<file path="src/rtl/alu_pkg.sv">
// rtl/alu_pkg.sv - shared ALU datapath types and constants for the sequential multiplier
package alu_pkg;

    localparam int ALU_WIDTH = 8;
    localparam int MUL_STEPS = 8;

    typedef enum logic [1:0] {
        IDLE = 2'd0,
        CALC = 2'd1,
        FIX  = 2'd2,
        DONE = 2'd3
    } mul_state_t;

endpackage

</file>
<file path="src/rtl/twos_compliment.sv">
// rtl/twos_compliment.sv - operand negation stage: invert-plus-one ripple chain
module twos_compliment #(
    parameter int WIDTH = 8
) (
    input  logic [WIDTH-1:0] a,
    output logic [WIDTH-1:0] y
);

    // Adding 1 to ~a: each stage is a full adder with b=0, so carry only survives through zeros of a.
    logic [WIDTH-1:0] c;

    assign c[0] = 1'b1;

    genvar i;
    generate
        for (i = 0; i < WIDTH; i++) begin : g_bit
            assign y[i] = ~a[i] ^ c[i];
            if (i < WIDTH - 1) begin : g_carry
                assign c[i+1] = ~a[i] & c[i];
            end
        end
    endgenerate

endmodule

</file>
<file path="src/rtl/twos_compliment16.sv">
// rtl/twos_compliment16.sv - 16-bit invert-plus-one chain used to re-apply the product sign
module twos_compliment16 (
    input  logic [15:0] a,
    output logic [15:0] y
);

    logic [15:0] c;

    assign c[0] = 1'b1;

    genvar i;
    generate
        for (i = 0; i < 16; i++) begin : g_bit
            assign y[i] = ~a[i] ^ c[i];
            if (i < 15) begin : g_carry
                assign c[i+1] = ~a[i] & c[i];
            end
        end
    endgenerate

endmodule

</file>
<file path="src/rtl/seq_signed_multiplier.sv">
// rtl/seq_signed_multiplier.sv - 8x8 shift-and-add multiplier, signed operands when MUL_SIGNED_EN is defined
module seq_signed_multiplier
    import alu_pkg::*;
#(
    parameter int WIDTH = ALU_WIDTH
) (
    input  logic                 clk,
    input  logic                 rst,
    input  logic                 in_valid,
    output logic                 in_ready,
    input  logic [WIDTH-1:0]     A,
    input  logic [WIDTH-1:0]     B,
    output logic                 out_valid,
    input  logic                 out_ready,
    output logic [2*WIDTH-1:0]   P
);

    localparam int CW = $clog2(MUL_STEPS);

    mul_state_t           state, state_next;
    logic [WIDTH-1:0]     mag_a, mag_b;
    logic [WIDTH-1:0]     op_a, op_b;
    logic [2*WIDTH-1:0]   acc;
    logic [2*WIDTH-1:0]   addend;
    logic [2*WIDTH-1:0]   fix_val;
    logic [CW-1:0]        cnt;

`ifdef MUL_SIGNED_EN
    logic                 sign;
    logic [WIDTH-1:0]     neg_a, neg_b;
    logic [2*WIDTH-1:0]   neg_acc;

    twos_compliment #(.WIDTH(WIDTH)) u_neg_a (.a(A), .y(neg_a));
    twos_compliment #(.WIDTH(WIDTH)) u_neg_b (.a(B), .y(neg_b));
    twos_compliment16 u_neg_acc (.a(acc), .y(neg_acc));

    // 0x80 negates to itself, which read unsigned is the correct magnitude 128.
    assign op_a    = A[WIDTH-1] ? neg_a : A;
    assign op_b    = B[WIDTH-1] ? neg_b : B;
    assign fix_val = sign ? neg_acc : acc;

    always_ff @(posedge clk) begin
        if (rst) begin
            sign <= 1'b0;
        end else if (state == IDLE && in_valid) begin
            sign <= A[WIDTH-1] ^ B[WIDTH-1];
        end
    end
`else
    assign op_a    = A;
    assign op_b    = B;
    assign fix_val = acc;
`endif

    assign addend = mag_b[cnt] ? ({{WIDTH{1'b0}}, mag_a} << cnt) : '0;

    always_comb begin
        state_next = state;
        in_ready   = (state == IDLE);
        out_valid  = (state == DONE);
        case (state)
            IDLE: if (in_valid)                     state_next = CALC;
            CALC: if (cnt == CW'(MUL_STEPS - 1))    state_next = FIX;
            FIX:                                    state_next = DONE;
            DONE: if (out_ready)                    state_next = IDLE;
            default:                                state_next = IDLE;
        endcase
    end

    always_ff @(posedge clk) begin
        if (rst) begin
            state <= IDLE;
            mag_a <= '0;
            mag_b <= '0;
            acc   <= '0;
            cnt   <= '0;
            P     <= '0;
        end else begin
            state <= state_next;
            case (state)
                IDLE: begin
                    if (in_valid) begin
                        mag_a <= op_a;
                        mag_b <= op_b;
                        acc   <= '0;
                        cnt   <= '0;
                    end
                end
                CALC: begin
                    acc <= acc + addend;
                    cnt <= cnt + 1'b1;
                end
                FIX: P <= fix_val;
                default: ;
            endcase
        end
    end

endmodule

</file>
<file path="config.mk">
export PLATFORM = sky130hd
export DESIGN_NAME = seq_signed_multiplier
export DESIGN_NICKNAME = d
export VERILOG_FILES = /design/src/rtl/alu_pkg.sv /design/src/rtl/twos_compliment.sv /design/src/rtl/twos_compliment16.sv /design/src/rtl/seq_signed_multiplier.sv
export SDC_FILE = /design/constraint.sdc
export NUM_CORES = 1
export LEC_CHECK = 0
export ABC_CLOCK_PERIOD_IN_PS = 5180
export CAP_MARGIN = 20
export CORE_AREA = 5 5 79 81
export CTS_CLUSTER_SIZE = 25
export DETAILED_ROUTE_END_ITERATION = 16
export DIE_AREA = 0 0 84 86
export GPL_TIMING_DRIVEN = 0
export PLACE_DENSITY_LB_ADDON = 0.08
export REMOVE_ABC_BUFFERS = 1
export SYNTH_ARGS = -nofsm -noshare
export SYNTH_HDL_FRONTEND = slang
export SYNTH_HIERARCHICAL = 1
export SYNTH_SLANG_ARGS = --single-unit
</file>
<file path="constraint.sdc">
create_clock -name clk -period 5.18 [get_ports clk]
set_clock_uncertainty 0.05 [all_clocks]
set_input_delay 1.295 -clock clk [delete_from_list [all_inputs] [get_ports clk]]
set_output_delay 1.295 -clock clk [all_outputs]
set_load 0.005 [all_outputs]
</file>
==> summary.txt <==
Status
  – Status: complete, no violations

Setup path
  – Worst path slowest cell: dfxtp_1
  – Worst path bufs/invs: 0
  – Crit Path Max Fanout: 19
  – Crit Path Class: reg -> reg
  – CP cell instances: mux4_2 -> nand2b_1 -> and2_1 -> a211oi_1 -> ha_1 -> nand4_2 -> o221ai_2 -> a221o_1 -> or3_1 -> a32o_1
  – Arr. time, crit path: 3.94 ns
  – CP required: 5.33 ns
  – Startpoint types: flop
  – Crit path largest cell delay: 0.82 ns
  – Largest delay share family, worst path: simple AND/OR/NAND/NOR gates
  – Element type at the critical path end: flop

Timing
  – Final setup fails: 0
  – Min Tclk post-route: 3.79 ns
  – Final clock period utilization by the worst path: 0.732
  – RSZ-0062 raised after global routing: false
  – Post-route setup slack: 1.39 ns
  – Slew HR: 0.326
  – Peak Freq: 264 MHz
  – Final Max Tran Viols: 0
  – Worst slew pin tran: 1.01 ns
  – Setup TNS: 0 ns
  – Fin. Hold Viols: 0

Drt
  – WL final: 6500 um
  – DRC Markers: 0
  – Routed len/inst: 13.8 um
  – Drt pass-1 iters: 4
  – DR vias/cell: 5.71
  – DRC violation total after the first TritonRoute iteration: 98
  – Via count: 2690
  – Antenna viol nets, final: 0

Die
  – Die area: 7220 um2
  – Placement row count: 27
  – Die height: 86 um
  – Initial core utilization: 0.580
  – Die W: 84 um
  – Core ar.: 5410 um2
  – I/O pin total: 38

Synthesis
  – Register area share after synthesis: 0.339
  – Post-synth EDFFs: 0
  – Synth unique cells: 52
  – Yosys warns: 6
  – Post-Syn Instances: 372
  – Top cells by area, synth: dfxtp_1 34%, mux2i_1 8.9%, ha_1 8.4%, nor2_1 6.5%, nand2_1 6.1%
  – Ys flop type: dfxtp_1
  – Fraction of registers with async set/reset: 0
  – Syn avg cell area: 8.43 um2
  – #FFs+latches synth: 53
  – Synth area leader: dfxtp_1
  – Synthesized cell area: 3130 um2
  – Post-synth top area share: 0.339

Final layout
  – Layout Nets: 440
  – Multi-input gate area: 1960 um2
  – Most frequent cells in the layout: 54 x nor2_1, 53 x dfxtp_1, 51 x nand2_1
  – Synthesis-to-layout area growth: 15.6%
  – Commonest non-fill, non-tap cell in the layout: nor2_1
  – Seq. cell area: 1060 um2
  – Fillcell total: 475
  – Share of cells above drive strength 1: 0.0677
  – Ant. Diodes: 0

Hold path
  – Hold/Removal Path Class: reg -> reg

Global route
  – First-pass GRT wire length: 10900 um
  – Largest net degree at the start of global routing: 47
  – Congestion Overflow GR: 0
  – Total GRT Usage: 0.180
  – Antenna violations before repair: 0
  – Vias in the first global route: 2380

Clock network
  – Post-CTS Setup Repair Bufs: 0
  – CTS Hold Bufs: 0
  – CTS root buf: clkbuf_8
  – Clock buffer depth: 2
  – Worst-Skew Late Latency: 0.30 ns
  – Sink Count: 53
  – Number of buffers created by CTS: 5
  – CTS resizes: 0
  – Clock transition at path regs: 0.09 ns
  – Htree depth: 2
  – CTS tree: built

Placement
  – DP HPWL: 4870 um
  – Place WS: 1.37 ns
  – Port-buffer cells: 37
  – Gpl congestion: 0.871

Power and ir drop
  – Static leakage: 1.43 nW
  – P per Cell Area: 307 nW/um2
  – Max VDD drop: 0.296 mV

Flow run
  – Max_cap viols: 0
## metal layers
metal,vias up,global-route usage,share of wire,routed length [um]
li1,1386,-,-,-
met1,1243,0.235,0.48,3110
met2,54,0.306,0.47,3030
met3,7,0.0394,0.044,288
met4,0,0.0424,0.010,65
met5,-,0,0,0
## flip-flops by register name, indices dropped and copies added, names as in the netlist
register	flops
P	16
acc	16
mag_a	8
mag_b	8
cnt	3
state	2
## synthesized netlist by cell type (2+ instances only)
master     n
nor2b_1    2
a21oi_4    2
clkbuf_1  14
nand2_1   51
ha_1      21
o21a_1     3
and3_1     2
a21oi_1   32
nand4_1    3
mux2i_1   28
nand3_1    4
a22oi_1    5
xnor2_1    3
a32o_1     6
buf_2      4
dfxtp_1   53
mux2_2     5
a21o_1     6
a32oi_1    2
o21ai_0   12
nor2_1    54
or3_1      8
inv_1     10
nor3_1     2
and2_1     5
a211oi_1   6
mux4_2     2
nand2b_1   3
## worst min-delay path: cells and delay by family (launching register included)
kind	cells	cell delay (ns)
AOI/OAI and AO/OA	1	0.05
DFF	1	0.32
and+or+nand+nor	1	0.05
## cell families after synthesis
family / share of synthesized area
compound gates: 0.212
simple gates: 0.193
flops: 0.339
buf+inv: 0.0363
fa+ha+maj: 0.0902
xor+xnor: 0.00838
mux: 0.122
## final timing paths
kind                         start  cells past startpoint                     to  slack, ns
min reg2reg  mag_b[4]$_SDFFE_PP0P_                      2  mag_b[4]$_SDFFE_PP0P_       0.41
min          mag_b[4]$_SDFFE_PP0P_                      2  mag_b[4]$_SDFFE_PP0P_       0.41
max            cnt[0]$_SDFFE_PP0P_                     10   acc[13]$_SDFFE_PP0P_       1.39
max reg2reg    cnt[0]$_SDFFE_PP0P_                     10   acc[13]$_SDFFE_PP0P_       1.39
## final cells by class
cell class / count / share of cell area
Clock buffer: 7 / 0.0266
Clock inverter: 1 / 0.00138
Inverter: 10 / 0.0104
Multi-Input combinational cell: 290 / 0.541
Sequential cell: 53 / 0.293
Tap cell: 72 / 0.0249
Timing Repair Buffer: 38 / 0.103
## power breakdown
part / internal (mW) / total (mW) / switching (mW) / leakage (nW)
registers: 0.444 / 0.488 / 0.0445 / 0.430
logic: 0.158 / 0.370 / 0.212 / 0.944
clock network: 0.121 / 0.253 / 0.132 / 0.0542
total: 0.722 / 1.11 / 0.389 / 1.43
## per-stage QoR
stage / std cells / power [mW] / instance area [um2] / utilization / hold WS [ns]
2_1_floorplan: 353 / 0.753 / 3060 / - / 0.377
3_3_place_gp: 462 / 0.854 / 3520 / 0.651 / 0.390
3_5_place_dp: 462 / 0.862 / 3510 / 0.650 / 0.398
4_1_cts: 470 / 1.11 / 3610 / 0.669 / 0.411
5_1_grt: 471 / 1.19 / 3620 / 0.670 / 0.429
6_report: 471 / 1.11 / 3620 / 0.670 / 0.407
No activity file was read; power rests on OpenSTA's default activity.
